### src/rtl/icache_arbiter_pkg.sv
// icache_arbiter_pkg: shared widths, line type and arbiter state encoding
package icache_arbiter_pkg;
  localparam int XLEN = 32;
  localparam int ICACHE_OFFSET = 4;
  localparam int ICACHE_PF_HOLDOFF = 2;
  typedef logic [127:0] icache_out_t;
  typedef enum logic [1:0] {
    IDLE     = 2'd0,
    DEMAND   = 2'd1,
    PREFETCH = 2'd2,
    DRAIN    = 2'd3
  } icache_arb_state_t;
endpackage

### src/rtl/icache_arbiter_if.sv
// icache_arbiter_if: fetch, prefetch and i-cache handshake bundle around the arbiter
interface icache_arbiter_if;
  import icache_arbiter_pkg::*;
  logic        flush_i;
  logic        f_req_i;
  logic [XLEN-1:0] f_addr_i;
  logic        f_done_o;
  icache_out_t f_line_o;
  logic        p_req_i;
  logic [XLEN-1:0] p_addr_i;
  logic        p_done_o;
  logic        cache_req_o;
  logic [XLEN-1:0] cache_addr_o;
  logic        cache_done_i;
  icache_out_t cache_out_i;
  logic        busy_o;
  modport master (
    input  flush_i, f_req_i, f_addr_i, p_req_i, p_addr_i, cache_done_i, cache_out_i,
    output f_done_o, f_line_o, p_done_o, cache_req_o, cache_addr_o, busy_o
  );
  modport slave (
    output flush_i, f_req_i, f_addr_i, p_req_i, p_addr_i, cache_done_i, cache_out_i,
    input  f_done_o, f_line_o, p_done_o, cache_req_o, cache_addr_o, busy_o
  );
endinterface

### src/rtl/icache_arbiter.sv
// icache_arbiter: shares the i-cache read port between demand fetches and a next-line prefetcher
module icache_arbiter
  import icache_arbiter_pkg::*;
#(
  parameter int PF_HOLDOFF = ICACHE_PF_HOLDOFF
) (
  input logic clk_i,
  input logic rst_n_i,
  icache_arbiter_if.master bus
);
  localparam int HW = PF_HOLDOFF > 0 ? $clog2(PF_HOLDOFF + 1) : 1;
  localparam logic [1:0] S_IDLE = IDLE;
  localparam logic [1:0] S_DEMAND = DEMAND;
  localparam logic [1:0] S_PF = PREFETCH;
  localparam logic [1:0] S_DRAIN = DRAIN;
  logic [1:0] state_q, state_d;
  logic [XLEN-1:0] addr_q;
  logic merge_q;
  logic [HW-1:0] holdoff_cnt;
  logic idle, grant_f, grant_p, line_hit, live_done;
  assign idle = state_q == S_IDLE;
  assign grant_f = idle & !bus.flush_i & bus.f_req_i;
  assign grant_p = idle & !bus.flush_i & !bus.f_req_i & bus.p_req_i & (holdoff_cnt == '0);
  assign line_hit = bus.f_addr_i[XLEN-1:ICACHE_OFFSET] == addr_q[XLEN-1:ICACHE_OFFSET];
  assign live_done = bus.cache_done_i & !bus.flush_i;
  assign bus.cache_req_o = !idle;
  assign bus.busy_o = !idle;
  assign bus.cache_addr_o = addr_q;
  assign bus.f_line_o = bus.cache_out_i;
  assign bus.f_done_o = live_done & (state_q == S_DEMAND | (state_q == S_PF & merge_q));
  assign bus.p_done_o = live_done & (state_q == S_PF);
  // next state: grants only from idle, a flush turns an in-flight read into a drain
  always_comb
    state_d = grant_f ? S_DEMAND :
              grant_p ? S_PF :
              idle ? S_IDLE :
              bus.cache_done_i ? S_IDLE :
              bus.flush_i ? S_DRAIN : state_q;
  // state, read address and merge flag for a demand riding on the current prefetch
  always_ff @(posedge clk_i or negedge rst_n_i)
    if (!rst_n_i) begin
      state_q <= S_IDLE;
      addr_q <= '0;
      merge_q <= 1'b0;
    end else begin
      state_q <= state_d;
      addr_q <= grant_f ? bus.f_addr_i : grant_p ? bus.p_addr_i : addr_q;
      merge_q <= (state_q == S_PF) & (state_d == S_PF) & (merge_q | (bus.f_req_i & line_hit));
    end
  // holdoff keeps prefetches off the port right after a demand completes or a flush
  always_ff @(posedge clk_i or negedge rst_n_i)
    if (!rst_n_i) holdoff_cnt <= '0;
    else holdoff_cnt <= (bus.f_done_o | bus.flush_i) ? HW'(PF_HOLDOFF) :
                        (holdoff_cnt != '0) ? holdoff_cnt - HW'(1) : holdoff_cnt;
endmodule
### src/flat_wrapper.sv
// flat-port wrapper written by rule: the top's interface ports become plain ports
module icache_arbiter_flat import icache_arbiter_pkg::*;
#(
  parameter int PF_HOLDOFF = ICACHE_PF_HOLDOFF
)
  (clk_i, rst_n_i, bus_flush_i, bus_f_req_i, bus_f_addr_i, bus_p_req_i, bus_p_addr_i, bus_cache_done_i, bus_cache_out_i, bus_f_done_o, bus_f_line_o, bus_p_done_o, bus_cache_req_o, bus_cache_addr_o, bus_busy_o);
  icache_arbiter_if bus_i ();
  input logic clk_i;
  input logic rst_n_i;
  input wire logic [$bits(bus_i.flush_i)-1:0] bus_flush_i;
  input wire logic [$bits(bus_i.f_req_i)-1:0] bus_f_req_i;
  input wire logic [$bits(bus_i.f_addr_i)-1:0] bus_f_addr_i;
  input wire logic [$bits(bus_i.p_req_i)-1:0] bus_p_req_i;
  input wire logic [$bits(bus_i.p_addr_i)-1:0] bus_p_addr_i;
  input wire logic [$bits(bus_i.cache_done_i)-1:0] bus_cache_done_i;
  input wire logic [$bits(bus_i.cache_out_i)-1:0] bus_cache_out_i;
  output wire logic [$bits(bus_i.f_done_o)-1:0] bus_f_done_o;
  output wire logic [$bits(bus_i.f_line_o)-1:0] bus_f_line_o;
  output wire logic [$bits(bus_i.p_done_o)-1:0] bus_p_done_o;
  output wire logic [$bits(bus_i.cache_req_o)-1:0] bus_cache_req_o;
  output wire logic [$bits(bus_i.cache_addr_o)-1:0] bus_cache_addr_o;
  output wire logic [$bits(bus_i.busy_o)-1:0] bus_busy_o;
  assign bus_i.flush_i = bus_flush_i;
  assign bus_i.f_req_i = bus_f_req_i;
  assign bus_i.f_addr_i = bus_f_addr_i;
  assign bus_i.p_req_i = bus_p_req_i;
  assign bus_i.p_addr_i = bus_p_addr_i;
  assign bus_i.cache_done_i = bus_cache_done_i;
  assign bus_i.cache_out_i = bus_cache_out_i;
  assign bus_f_done_o = bus_i.f_done_o;
  assign bus_f_line_o = bus_i.f_line_o;
  assign bus_p_done_o = bus_i.p_done_o;
  assign bus_cache_req_o = bus_i.cache_req_o;
  assign bus_cache_addr_o = bus_i.cache_addr_o;
  assign bus_busy_o = bus_i.busy_o;
  icache_arbiter #(.PF_HOLDOFF(PF_HOLDOFF)) u_core (.clk_i(clk_i), .rst_n_i(rst_n_i), .bus(bus_i));
endmodule
### config.mk
export PLATFORM = sky130hd
export DESIGN_NAME = icache_arbiter_flat
export DESIGN_NICKNAME = d
export VERILOG_FILES = /design/src/rtl/icache_arbiter_pkg.sv /design/src/rtl/icache_arbiter_if.sv /design/src/rtl/icache_arbiter.sv /design/src/flat_wrapper.sv
export SDC_FILE = /design/constraint.sdc
export NUM_CORES = 1
export LEC_CHECK = 0
export CAP_MARGIN = 20
export CORE_AREA = 10 10 133 135
export CTS_BUF_LIST = sky130_fd_sc_hd__clkbuf_16
export DETAILED_ROUTE_END_ITERATION = 7
export DIE_AREA = 0 0 143 145
export GPL_TIMING_DRIVEN = 1
export PLACE_DENSITY_LB_ADDON = 0.05
export SYNTH_ARGS = -nofsm -noshare
export SYNTH_HDL_FRONTEND = slang
export SYNTH_SLANG_ARGS = --single-unit
### constraint.sdc
create_clock -name clk_i -period 2.1 [get_ports clk_i]
set_input_delay 0.21 -clock clk_i [delete_from_list [all_inputs] [get_ports clk_i]]
set_output_delay 0.21 -clock clk_i [all_outputs]
set_load 0.02 [all_outputs]
==> flow_summary.json, run 1 <==
{
  "outcome": "complete, no violations",
  "place_congestion": 0.655,
  "rows": 45,
  "cts_tree": "yes",
  "ys_seq_area_share_pct": 29.8,
  "ioPinCount": 362,
  "period_minus_slack_ps": 1920,
  "setup_ws_ps": 179,
  "tns_ps": 0,
  "start_util_pct": 20.6,
  "drive_gt1_share_pct": 7.94,
  "regToRegEndpoint": "u_core.bus.cache_addr_o[21]$_DFFE_PN0P_",
  "cts.sinks": 37,
  "htreeDepth": 2,
  "root_buffer": "clkbuf_16",
  "dpl.hpwl_mm": 7.18,
  "ys_warn_count": 0,
  "syn_nets": 533,
  "synth_top_cell_by_area": "buf_4",
  "synthMostInstantiatedCell": "buf_4",
  "hp-class": "in2out",
  "synth-seq-cells": 37,
  "post_synth_inst_count": 334,
  "core_um2": 15000,
  "slew_violations": 0,
  "dieWidth_um": 143,
  "fin_crit_sh_pct": 91.5,
  "synth_edf_count": 0,
  "tightestPinTransition_ps": 494,
  "portBuffers": 105,
  "min_to": "bus_f_line_o[118]",
  "hold_depth": 0,
  "cp-end-kind": "output pin",
  "preCtsSetupSlack_ps": 120,
  "grt-ovfl-total": 0,
  "hold_viol": 0,
  "vias_per_cell": 3.94,
  "insertion_delay_ps": 280,
  "syn_area_um2": 3100,
  "max_cap_viol_count": 0,
  "syn_area_per_cell_um2": 9.29,
  "grt_max_degree": 66,
  "p_per_area_nw_per_um2": 1060,
  "rr_worst_depth": 6,
  "num_antenna_cells": 0,
  "synthToLayoutAreaGrowth_pct": 14.2,
  "drtPass1Iterations": 4,
  "synthTopCellsByCount": "buf_4, dfrtp_1, mux2i_1",
  "yosys.area.top_type_share_pct": 31.5,
  "vias": 1984,
  "crit_arrival_ps": 1710,
  "fill_cells": 1627,
  "rsz0062_at_grt": "false",
  "ys_types": 30,
  "p_leak_nw": 1.26,
  "detail-route-antenna-nets": 0,
  "rrSetupSlack_ps": 450,
  "cts_buffers": 5,
  "drtIter0Drc": 54,
  "antenna_found_initial": 0,
  "crit_required_ps": 1890,
  "finalSetupViolCount": 0,
  "r2r_start": "u_core.holdoff_cnt[0]$_DFFE_PN0P_",
  "wl_mm": 9.10,
  "skew_ps": 2.70,
  "die_y_um": 145,
  "wl_per_cell_um": 18.1,
  "async_flop_share_pct": 100,
  "peakVddDrop_mv": 0.280,
  "cts_buffer_depth": 2,
  "max_freq_mhz": 521,
  "track_usage_pct": 8.55,
  "path_class": "in2out",
  "cp-start-kind": "primary input",
  "min_from": "bus_cache_out_i[118]",
  "relSlewSlack_pct": 66.8,
  "synth_area_leaders": "buf_4, dfrtp_1, mux2i_1",
  "grt_pass1_vias": 2200,
  "synth_ff_type": "dfrtp_1",
  "design.die.area_um2": 20700,
  "nets": 513,
  "drc": 0,
  "grt_pass1_wl_mm": 13.6,
  "crit_fanout": 5
}
how the worst max path moves through the flow:
stage | endpoint | startpoint | slack [ps] | depth (start not counted)
after floorplan | u_core.holdoff_cnt[1]$_DFFE_PN0P_ | u_core.state_q[0]$_DFF_PN0_ | 610 | 4
after global placement | bus_p_done_o | bus_flush_i | 150 | 4
after detailed placement | bus_f_done_o | bus_flush_i | 120 | 3
after CTS | bus_p_done_o | bus_flush_i | 160 | 4
after global routing | bus_f_done_o | u_core.state_q[0]$_DFF_PN0_ | 50 | 4
final | bus_p_done_o | bus_flush_i | 180 | 4
state kept, by name (all words and copies together), names as in the netlist:
register and cells:
u_core.bus.cache_addr_o 32, u_core.holdoff_cnt 2, u_core.state_q 2, u_core.merge_q 1
per-layer routing:
layer / vias up / track usage, % / wire, um
met5: - / 0 / 0
met4: 0 / 5.37 / 396
met3: 51 / 3.88 / 961
met2: 112 / 13.7 / 4390
met1: 898 / 8.85 / 3350
li1: 923 / - / -
logic make-up (layout without fill, tap and decap cells):
kind of cell    after synthesis  after routing  share of synthesized area (%)
compound gates               37             37                           7.10
xor+xnor                     29             29                           8.19
fa+ha+maj                     1              1                          0.403
buf+inv                     143            124                           35.2
flops                        37             37                           29.8
mux                          34             34                           11.0
simple gates                 53             53                           8.27
timing repair:
| action | in CTS | in global routing |
|---|---|---|
| hold buffers | 1 | 0 |
| setup endpoints to repair | 1 | 0 |
| endpoints found under the hold margin | 37 | 0 |
| resized for setup | 1 | 0 |
| buffers inserted | 0 | 0 |
cells in the final DEF, fill, tap and decap left out, types with 2 or more instances in the layout:
master,Yosys,final
nor4_1,2,2
buf_12,3,3
clkdlybuf4s50_1,0,103
xnor2_1,28,28
o21ai_1,22,22
nand2_1,33,33
nand3_1,2,2
nand4_1,6,6
buf_4,130,5
clkbuf_16,0,5
inv_1,2,5
nor3_1,2,2
o21ai_0,3,3
dfrtp_1,37,37
a21oi_1,2,2
mux2i_1,34,34
o21ai_2,7,7
o21bai_1,2,2
worst max-delay path, cell delays in order:
cell	delay [ps]
clkdlybuf4s50_1	490
buf_4	190
nor3_1	190
clkdlybuf4s50_1	640
power breakdown:
part	internal, mW	leakage (nW)	switching [mW]
sequential	0.985	0.459	0.257
combinational	0.944	0.724	0.863
clock	0.427	0.0776	0.295
final cells by class:
type                            count  area (um2)  area share, %
Sequential cell                    37         926           26.1
Clock buffer                        5         125           3.53
Tap cell                          188         235           6.64
Clock inverter                      3        11.3          0.318
Multi-Input combinational cell    154        1080           30.6
Inverter                            2        7.51          0.212
Timing Repair Buffer              114        1150           32.5
stage by stage:
step           area, um2  power [mW]  utilization [%]  hold slack [ps]  instances
6_report            3540        3.77             23.6              420        503
5_1_grt             3540        4.05             23.6              420        503
4_1_cts             3540        3.88             23.6              420        503
3_5_place_dp        3400        3.11             22.6              195        494
3_3_place_gp        3400        3.13             22.6              196        494
2_1_floorplan       3100        2.54                -            -85.6        334
Note: power is estimated with default switching activity, not from simulation.
==> run 2: changes to the inputs <==
--- a/config.mk
+++ b/config.mk
@@ -8,6 +8,7 @@
 export CAP_MARGIN = 20
 export CORE_AREA = 10 10 133 135
 export CTS_BUF_LIST = sky130_fd_sc_hd__clkbuf_16
+export CTS_CLUSTER_DIAMETER = 150
 export DETAILED_ROUTE_END_ITERATION = 7
 export DIE_AREA = 0 0 143 145
 export GPL_TIMING_DRIVEN = 1
==> results of run 2 <==
Same layout as run 1: the final DEF is identical, and so are final timing and power.
==> run 3: changes to the inputs <==
--- a/config.mk
+++ b/config.mk
@@ -13,6 +13,7 @@
 export DIE_AREA = 0 0 143 145
 export GPL_TIMING_DRIVEN = 1
 export PLACE_DENSITY_LB_ADDON = 0.05
+export SKIP_LAST_GASP = 1
 export SYNTH_ARGS = -nofsm -noshare
 export SYNTH_HDL_FRONTEND = slang
 export SYNTH_SLANG_ARGS = --single-unit
==> results of run 3 <==
Same layout as run 1: the final DEF is identical, and so are final timing and power.
